==> config.mk <==
export PLATFORM = sky130hd
export DESIGN_NAME = mem_arbiter
export DESIGN_NICKNAME = d
export VERILOG_FILES = /design/src/rtl/mem_arbiter_pkg.sv /design/src/rtl/arb_outstanding_ctr.sv /design/src/rtl/mem_arbiter.sv
export SDC_FILE = /design/constraint.sdc
export NUM_CORES = 1
export LEC_CHECK = 0
export ABC_AREA = 1
export BUFFER_PORTS_ARGS = -buffer_cell sky130_fd_sc_hd__buf_2
export CAP_MARGIN = 20
export CORE_UTILIZATION = 40
export CTS_CLUSTER_DIAMETER = 150
export DETAILED_ROUTE_END_ITERATION = 8
export GPL_TIMING_DRIVEN = 1
export PLACE_DENSITY_LB_ADDON = 0.15
export SLEW_MARGIN = 20
export SYNTH_ARGS = -nofsm -noshare
export SYNTH_HDL_FRONTEND = slang
export SYNTH_SLANG_ARGS = --single-unit
==> constraint.sdc <==
create_clock -name clk -period 3.7 [get_ports clk]
set_input_delay 0.74 -clock clk [delete_from_list [all_inputs] [get_ports clk]]
set_output_delay 0.74 -clock clk [all_outputs]
set_load 0.03 [all_outputs]
==> src/rtl/mem_arbiter_pkg.sv <==
// ============================================================================
// Package     : mem_arbiter_pkg
// Description : State and owner encodings shared by the memory arbiter.
// Revision    : 1.0 - initial release
// ============================================================================
`timescale 1ns/1ps
`default_nettype none

package mem_arbiter_pkg;

    localparam logic [2:0] c_ARB_IDLE  = 3'd0;
    localparam logic [2:0] c_ARB_GNT_I = 3'd1;
    localparam logic [2:0] c_ARB_GNT_D = 3'd2;
    localparam logic [2:0] c_ARB_DRN_I = 3'd3;
    localparam logic [2:0] c_ARB_DRN_D = 3'd4;

    localparam logic c_OWN_I = 1'b0;
    localparam logic c_OWN_D = 1'b1;

    typedef enum logic [2:0] {
        ST_IDLE  = c_ARB_IDLE,
        ST_GNT_I = c_ARB_GNT_I,
        ST_GNT_D = c_ARB_GNT_D,
        ST_DRN_I = c_ARB_DRN_I,
        ST_DRN_D = c_ARB_DRN_D
    } arb_state_t;

endpackage

`default_nettype wire

==> src/rtl/arb_outstanding_ctr.sv <==
// ============================================================================
// Module      : arb_outstanding_ctr
// Description : Saturating up/down count of memory reads still in flight.
// Revision    : 1.0 - initial release
// ============================================================================
`timescale 1ns/1ps
`default_nettype none

module arb_outstanding_ctr #(
    parameter int MAX = 4,
    parameter int W   = $clog2(MAX + 1)
) (
    input  logic clk,
    input  logic rst,
    input  logic inc,
    input  logic dec,
    output logic zero
);

    localparam logic [W-1:0] c_MAX = W'(MAX);

    logic [W-1:0] r_count;

    // A simultaneous issue and return leaves the count unchanged.
    always_ff @(posedge clk or posedge rst) begin
        if (rst) begin
            r_count <= '0;
        end else if (inc && !dec) begin
            if (r_count != c_MAX) begin
                r_count <= r_count + W'(1);
            end
        end else if (dec && !inc && r_count != '0) begin
            r_count <= r_count - W'(1);
        end
    end

    assign zero = (r_count == '0);

    always @(posedge clk) begin
        if (!rst && inc && !dec) begin
            a_no_overflow: assert (r_count != c_MAX);
        end
    end

endmodule

`default_nettype wire

==> src/rtl/mem_arbiter.sv <==
// ============================================================================
// Module      : mem_arbiter
// Description : Grants the shared memory to the I-cache or D-cache for a whole
//               burst and steers read-data valid back to the owner.
// Revision    : 1.0 - initial release
// ============================================================================
`timescale 1ns/1ps
`default_nettype none

module mem_arbiter #(
    parameter int MEM_LAT = 4,
    parameter int ADDR_W  = 16,
    parameter int DATA_W  = 16
) (
    input  logic              clk,
    input  logic              rst,
    input  logic              i_req,
    input  logic [ADDR_W-1:0] i_addr,
    output logic              i_gnt,
    output logic              i_data_valid,
    input  logic              d_req,
    input  logic              d_wr,
    input  logic [ADDR_W-1:0] d_addr,
    input  logic [DATA_W-1:0] d_wdata,
    output logic              d_gnt,
    output logic              d_data_valid,
    output logic              mem_en,
    output logic              mem_wr,
    output logic [ADDR_W-1:0] mem_addr,
    output logic [DATA_W-1:0] mem_wdata,
    input  logic              mem_data_valid
);

    import mem_arbiter_pkg::*;

    localparam int c_CNT_W = $clog2(MEM_LAT + 1);

    arb_state_t r_state;
    logic       r_last_owner;
    logic       r_i_gnt;
    logic       r_d_gnt;
    logic       w_zero;
    logic       w_inc;
    logic       w_dec;

    // Stray returns with nothing in flight must not disturb the count.
    assign w_inc = mem_en && !mem_wr;
    assign w_dec = mem_data_valid && !w_zero;

    arb_outstanding_ctr #(
        .MAX (MEM_LAT),
        .W   (c_CNT_W)
    ) u_outstanding (
        .clk  (clk),
        .rst  (rst),
        .inc  (w_inc),
        .dec  (w_dec),
        .zero (w_zero)
    );

    always_ff @(posedge clk or posedge rst) begin
        if (rst) begin
            r_state      <= ST_IDLE;
            r_last_owner <= c_OWN_I;
            r_i_gnt      <= 1'b0;
            r_d_gnt      <= 1'b0;
        end else begin
            case (r_state)
                ST_IDLE: begin
                    // On a tie D wins unless it owned the memory last.
                    if (d_req && (!i_req || r_last_owner == c_OWN_I)) begin
                        r_state <= ST_GNT_D;
                        r_d_gnt <= 1'b1;
                    end else if (i_req) begin
                        r_state <= ST_GNT_I;
                        r_i_gnt <= 1'b1;
                    end
                end
                ST_GNT_I: begin
                    if (!i_req) begin
                        r_last_owner <= c_OWN_I;
                        if (w_zero) begin
                            r_state <= ST_IDLE;
                            r_i_gnt <= 1'b0;
                        end else begin
                            r_state <= ST_DRN_I;
                        end
                    end
                end
                ST_GNT_D: begin
                    if (!d_req) begin
                        r_last_owner <= c_OWN_D;
                        if (w_zero) begin
                            r_state <= ST_IDLE;
                            r_d_gnt <= 1'b0;
                        end else begin
                            r_state <= ST_DRN_D;
                        end
                    end
                end
                ST_DRN_I: begin
                    if (w_zero) begin
                        r_state <= ST_IDLE;
                        r_i_gnt <= 1'b0;
                    end
                end
                ST_DRN_D: begin
                    if (w_zero) begin
                        r_state <= ST_IDLE;
                        r_d_gnt <= 1'b0;
                    end
                end
                default: begin
                    r_state <= ST_IDLE;
                    r_i_gnt <= 1'b0;
                    r_d_gnt <= 1'b0;
                end
            endcase
        end
    end

    always_comb begin
        mem_en    = 1'b0;
        mem_wr    = 1'b0;
        mem_addr  = '0;
        mem_wdata = '0;
        case (r_state)
            ST_GNT_I: begin
                mem_en   = i_req;
                mem_addr = i_addr;
            end
            ST_GNT_D: begin
                mem_en    = d_req;
                mem_wr    = d_wr;
                mem_addr  = d_addr;
                mem_wdata = d_wdata;
            end
            default: begin
            end
        endcase
    end

    assign i_gnt        = r_i_gnt;
    assign d_gnt        = r_d_gnt;
    assign i_data_valid = mem_data_valid && r_i_gnt && !w_zero;
    assign d_data_valid = mem_data_valid && r_d_gnt && !w_zero;

endmodule

`default_nettype wire

== Yosys cells after proc, flatten, opt, wreduce, memory -nomap -nowiden ==
Cells that the tools add are included.

* Add/sub/neg operators: 2
* Equal/unequal tests: 13
* Multiplexer cells: 27
* Bitwise gates (word level): 3
* Reduce and logical (&&, ||, !) cells: 29

{| class="wikitable"
|+ Operators by type and width
! operator !! count
|-
| one-hot mux 16 bit (2 select lines) || 1
|-
| 2-to-1 mux 3 bit || 9
|-
| 2-to-1 mux 16 bit || 1
|-
| inequality test 2 bit, second input constant || 6
|-
| one-hot mux 3 bit (4 select lines) || 1
|-
| logical AND 1 bit || 10
|-
| 2-to-1 mux 1 bit || 10
|-
| one-hot mux 1 bit (4 select lines) || 2
|-
| AND reduction 4 bit || 2
|-
| equality test 3 x 2 -> 1 bit, second input constant || 2
|-
| zero test 3 bit || 2
|-
| inequality test 3 bit, second input constant || 2
|-
| AND reduction 3 bit || 2
|-
| OR reduction 2 bit || 3
|-
| zero test 1 bit || 5
|-
| one-hot mux 1 bit (2 select lines) || 2
|-
| nonzero test 2 bit || 2
|-
| adder 3 x 1 -> 3 bit, second input constant || 1
|-
| equality test 3 x 1 -> 1 bit, second input constant || 1
|-
| equality test 3 bit, second input constant || 1
|-
| NOT 1 bit || 3
|-
| nonzero test 3 bit || 1
|-
| subtractor 3 x 1 -> 3 bit, second input constant || 1
|-
| 2-to-1 mux 2 bit || 1
|-
| 3 further kinds || 3
|}

* Bits in registers: 9
* Bits of input ports: 54

== Longest topological paths before layout ==
* Word-level depth: 9
* Mapped depth: 12
* Depth with buffers taken out: 11

== Modules after synthesis ==
A second synthesis with hierarchy kept.

* Cell total of the unflattened synthesis: 165
* Area total of the unflattened synthesis: 1003.5 um2

{| class="wikitable"
|+ By module, submodules not included
! module !! times used !! cells each !! area an instance (um2)
|-
| mem_arbiter || 1 || 132 || 788.3
|-
| arb_outstanding_ctr || 1 || 33 || 215.2
|}

== Least setup slack after synthesis ==
Ideal clock, no wire load.

* Kind: register to output
* From: register r_state[1]
* To: output mem_wdata[10]
* Arrival time: 1.428 ns
* Setup slack: 1.532 ns
* Cell stages (with the launch flop): 7
* Path buffers: 2
* Cell sequence: dfrtp_1 > inv_2 > buf_6 > nor3_4 > inv_4 > buf_6 > nor2_2

* Longest elaborated chain between the ends: 2

{| class="wikitable"
|+ RTL lines
! item !! RTL line !! RTL
|-
| from (decl) || mem_arbiter.sv:38 || <nowiki>arb_state_t r_state;</nowiki>
|-
| from (signal assigned) || mem_arbiter.sv:63 || <nowiki>r_state <= ST_IDLE;</nowiki>
|-
| from (signal assigned) || mem_arbiter.sv:72 || <nowiki>r_state <= ST_GNT_D;</nowiki>
|-
| from (signal assigned) || mem_arbiter.sv:75 || <nowiki>r_state <= ST_GNT_I;</nowiki>
|-
| equality test 3 x 2 -> 1 bit || mem_arbiter.sv:127 || <nowiki>case (r_state)</nowiki>
|-
| 2-to-1 mux 16 bit || mem_arbiter.sv:127 ||
|-
| to (decl) || mem_arbiter.sv:30 || <nowiki>output logic [DATA_W-1:0] mem_wdata,</nowiki>
|}

Every way passes these cells.

== Worst setup path after layout ==
* From: register r_state[1]
* To: output mem_wdata[11]

Same word-level chain as after synthesis.

==> flow_metrics.env <==
export IMPL_end_kind="output port"
export IMPL_slowest_stage="nor3_4"
export IMPL_hold_buffers=0
export IMPL_worst_slew_pin_slew_ps=815
export IMPL_cp_num_buf_inv=3
export IMPL_yosys_warnings=0
export IMPL_fin_crit_ps=2900
export IMPL_grt_use_total_pct=22.8
export IMPL_r2r_slack_ps=1610
export IMPL_postCtsSetupBuffers=0
export IMPL_ioPinCount=92
export IMPL_num_antenna_cells=0
export IMPL_rows=17
export IMPL_htree_num_levels=1
export IMPL_setup_tns_ps=0
export IMPL_irDropWorstVdd_v=0.000618
export IMPL_synth_cell_types=26
export IMPL_fp_dieW_um=51.9
export IMPL_port_buffers=91
export IMPL_clock_sinks=9
export IMPL_grt_first_pass_wirelength_mm=4.55
export IMPL_die_h_um=51.9
export IMPL_syn_inst=140
export IMPL_die_area_sq_um=2690
export IMPL_max_freq_ghz=0.344
export IMPL_drive_above_1_share_pct=50.7
export IMPL_criticalPathCategory="reg -> out"
export IMPL_rsz0062_at_grt="no"
export IMPL_netlist_area_sq_um=995
export IMPL_crit_family="simple AND/OR/NAND/NOR gates"
export IMPL_dpl_worst_slack_ps=1130
export IMPL_worstPathArrival_ps=2160
export IMPL_path_max_fanout=20
export IMPL_antenna_found_initial=0
export IMPL_avgSynthCellArea_sq_um=7.11
export IMPL_coreArea_sq_um=2280
export IMPL_cts_buffers_inserted=3
export IMPL_yosysSeqAreaShare_pct=22.6
export IMPL_cp_start_kind="flip-flop"
export IMPL_routed_via_density=5.00
export IMPL_powerDensity_nw_per_um2=921
export IMPL_postSynthNetCount=195
export IMPL_initial_core_util_pct=43.7
export IMPL_cts_resized=0
export IMPL_drt_iter0_markers=32
export IMPL_skew_ps=5.59
export IMPL_detail_route_antenna_nets=0
export IMPL_vias=1284
export IMPL_worstPathRequired_ps=2960
export IMPL_dp_hpwl_mm=2.30
export IMPL_fin_nets=285
export IMPL_status="finished, final reports clean"
export IMPL_clkLatencyLatePin_ps=270
export IMPL_worst_path_largest_cell_delay_ps=670
export IMPL_fin_crit_sh_pct=78.5
export IMPL_hp_class="in -> async"
export IMPL_grt_max_degree=21
export IMPL_ys_seq_elements=9
export IMPL_maxCapViolations=0
export IMPL_grt_ovfl_total=0
export IMPL_slew_headroom_pct=45.5
export IMPL_wl_mm=2.95
export IMPL_gp_congestion=0.892
export IMPL_clk_pin_slew_ps=60
export IMPL_drt_first_pass_iters=4
export IMPL_clock_root_buffer="clkbuf_4"
export IMPL_p_leak_nw=0.896
export IMPL_setup_viol=0
export IMPL_area_growth_pct=46.5
export IMPL_drc=0
export IMPL_final_setup_worst_slack_ps=795
export IMPL_wl_per_cell_um=11.5
export IMPL_crit_chain="inv_2 -> nor3_4 -> inv_4 -> nor2_2 -> buf_2"
export IMPL_drv_slew=0
export IMPL_hold_viol_final=0
export IMPL_grt_pass1_vias=1084
export IMPL_cts_tree="built"
export IMPL_clockBufferDepth=2
cell usage in the layout, fill, tap and decap left out, types with 3 or more instances in the layout:
master / instances
a32o_1: 16
clkbuf_4: 3
o21ai_0: 7
nor2_1: 9
o21ai_1: 5
nand2_1: 23
dfrtp_1: 9
inv_1: 28
buf_2: 91
nand3_1: 4
nand4_1: 6
nor2_2: 10
kinds of logic (layout without fill, tap and decap cells):
group | Yosys count | after routing | synth area share, %
flops | 9 | 9 | 22.6
compound gates | 31 | 31 | 24.7
buf+inv | 37 | 126 | 17.4
simple gates | 61 | 61 | 32.5
xor+xnor | 1 | 1 | 0.881
fa+ha+maj | 1 | 1 | 2.01
power breakdown:
group | internal (W) | switching [W]
Sequential | 0.000150 | 0.0000634
Combinational | 0.000319 | 0.000732
Clock | 0.0000417 | 0.0000367
sequential cells by signal (all words and copies together), names as in the netlist:
name and flops:
r_state 3, d_gnt 1, r_last_owner 1, i_gnt 1
u_outstanding.r_count 3
final cells by class:
type	count	area, sq um
Clock buffer	4	26.3
Fill cell	199	818
Inverter	31	119
Multi-Input combinational cell	94	597
Sequential cell	9	225
Tap cell	28	35.0
Timing Repair Buffer	91	455
metrics by stage:
stage          utilization, %  power [W]  instances  cell area, sq um  hold slack [ps]
2_1_floorplan               -    0.00105        140               995              462
4_1_cts                  64.0    0.00134        257              1460              418
5_1_grt                  64.0    0.00146        257              1460              435
6_report                 64.0    0.00134        257              1460              409
3_5_place_dp             62.9    0.00126        253              1430              496
3_3_place_gp             62.9    0.00124        253              1430              482
cell usage after synthesis (all sizes together):
cell,instances,area [sq um]
xor2,1,8.76
a21oi,1,8.76
dfrtp,9,225
a32o,16,160
clkbuf,1,3.75
nor2,21,119
nor3,2,21.3
nand4,6,37.5
inv,31,119
a21boi,1,7.51
nand2,25,98.8
nand3,6,40.0
fa,1,20.0
o21ai,13,68.8
buf,5,50.0
or2,1,6.26
routing by layer:
layer	up-vias	part of all wire (%)	GRT usage, %
li1	650	-	-
met1	569	42	28.8
met2	60	48	37.8
met3	5	8.1	4.68
met4	0	1.2	8.11
met5	-	0	0
worst paths after layout:
kind | depth (start not counted) | start | to
min in group clk | 2 | u_outstanding.r_count[2] | u_outstanding.r_count[2]
max in group asynchronous | 2 | rst | d_gnt
worst max-delay path | 5 | r_state[1] | mem_wdata[11]
worst min-delay path | 2 | rst | r_state[1]
worst min register to register | 2 | u_outstanding.r_count[2] | u_outstanding.r_count[2]
worst max register to register | 11 | r_state[1] | u_outstanding.r_count[2]
Note: power is estimated with default switching activity, not from simulation.
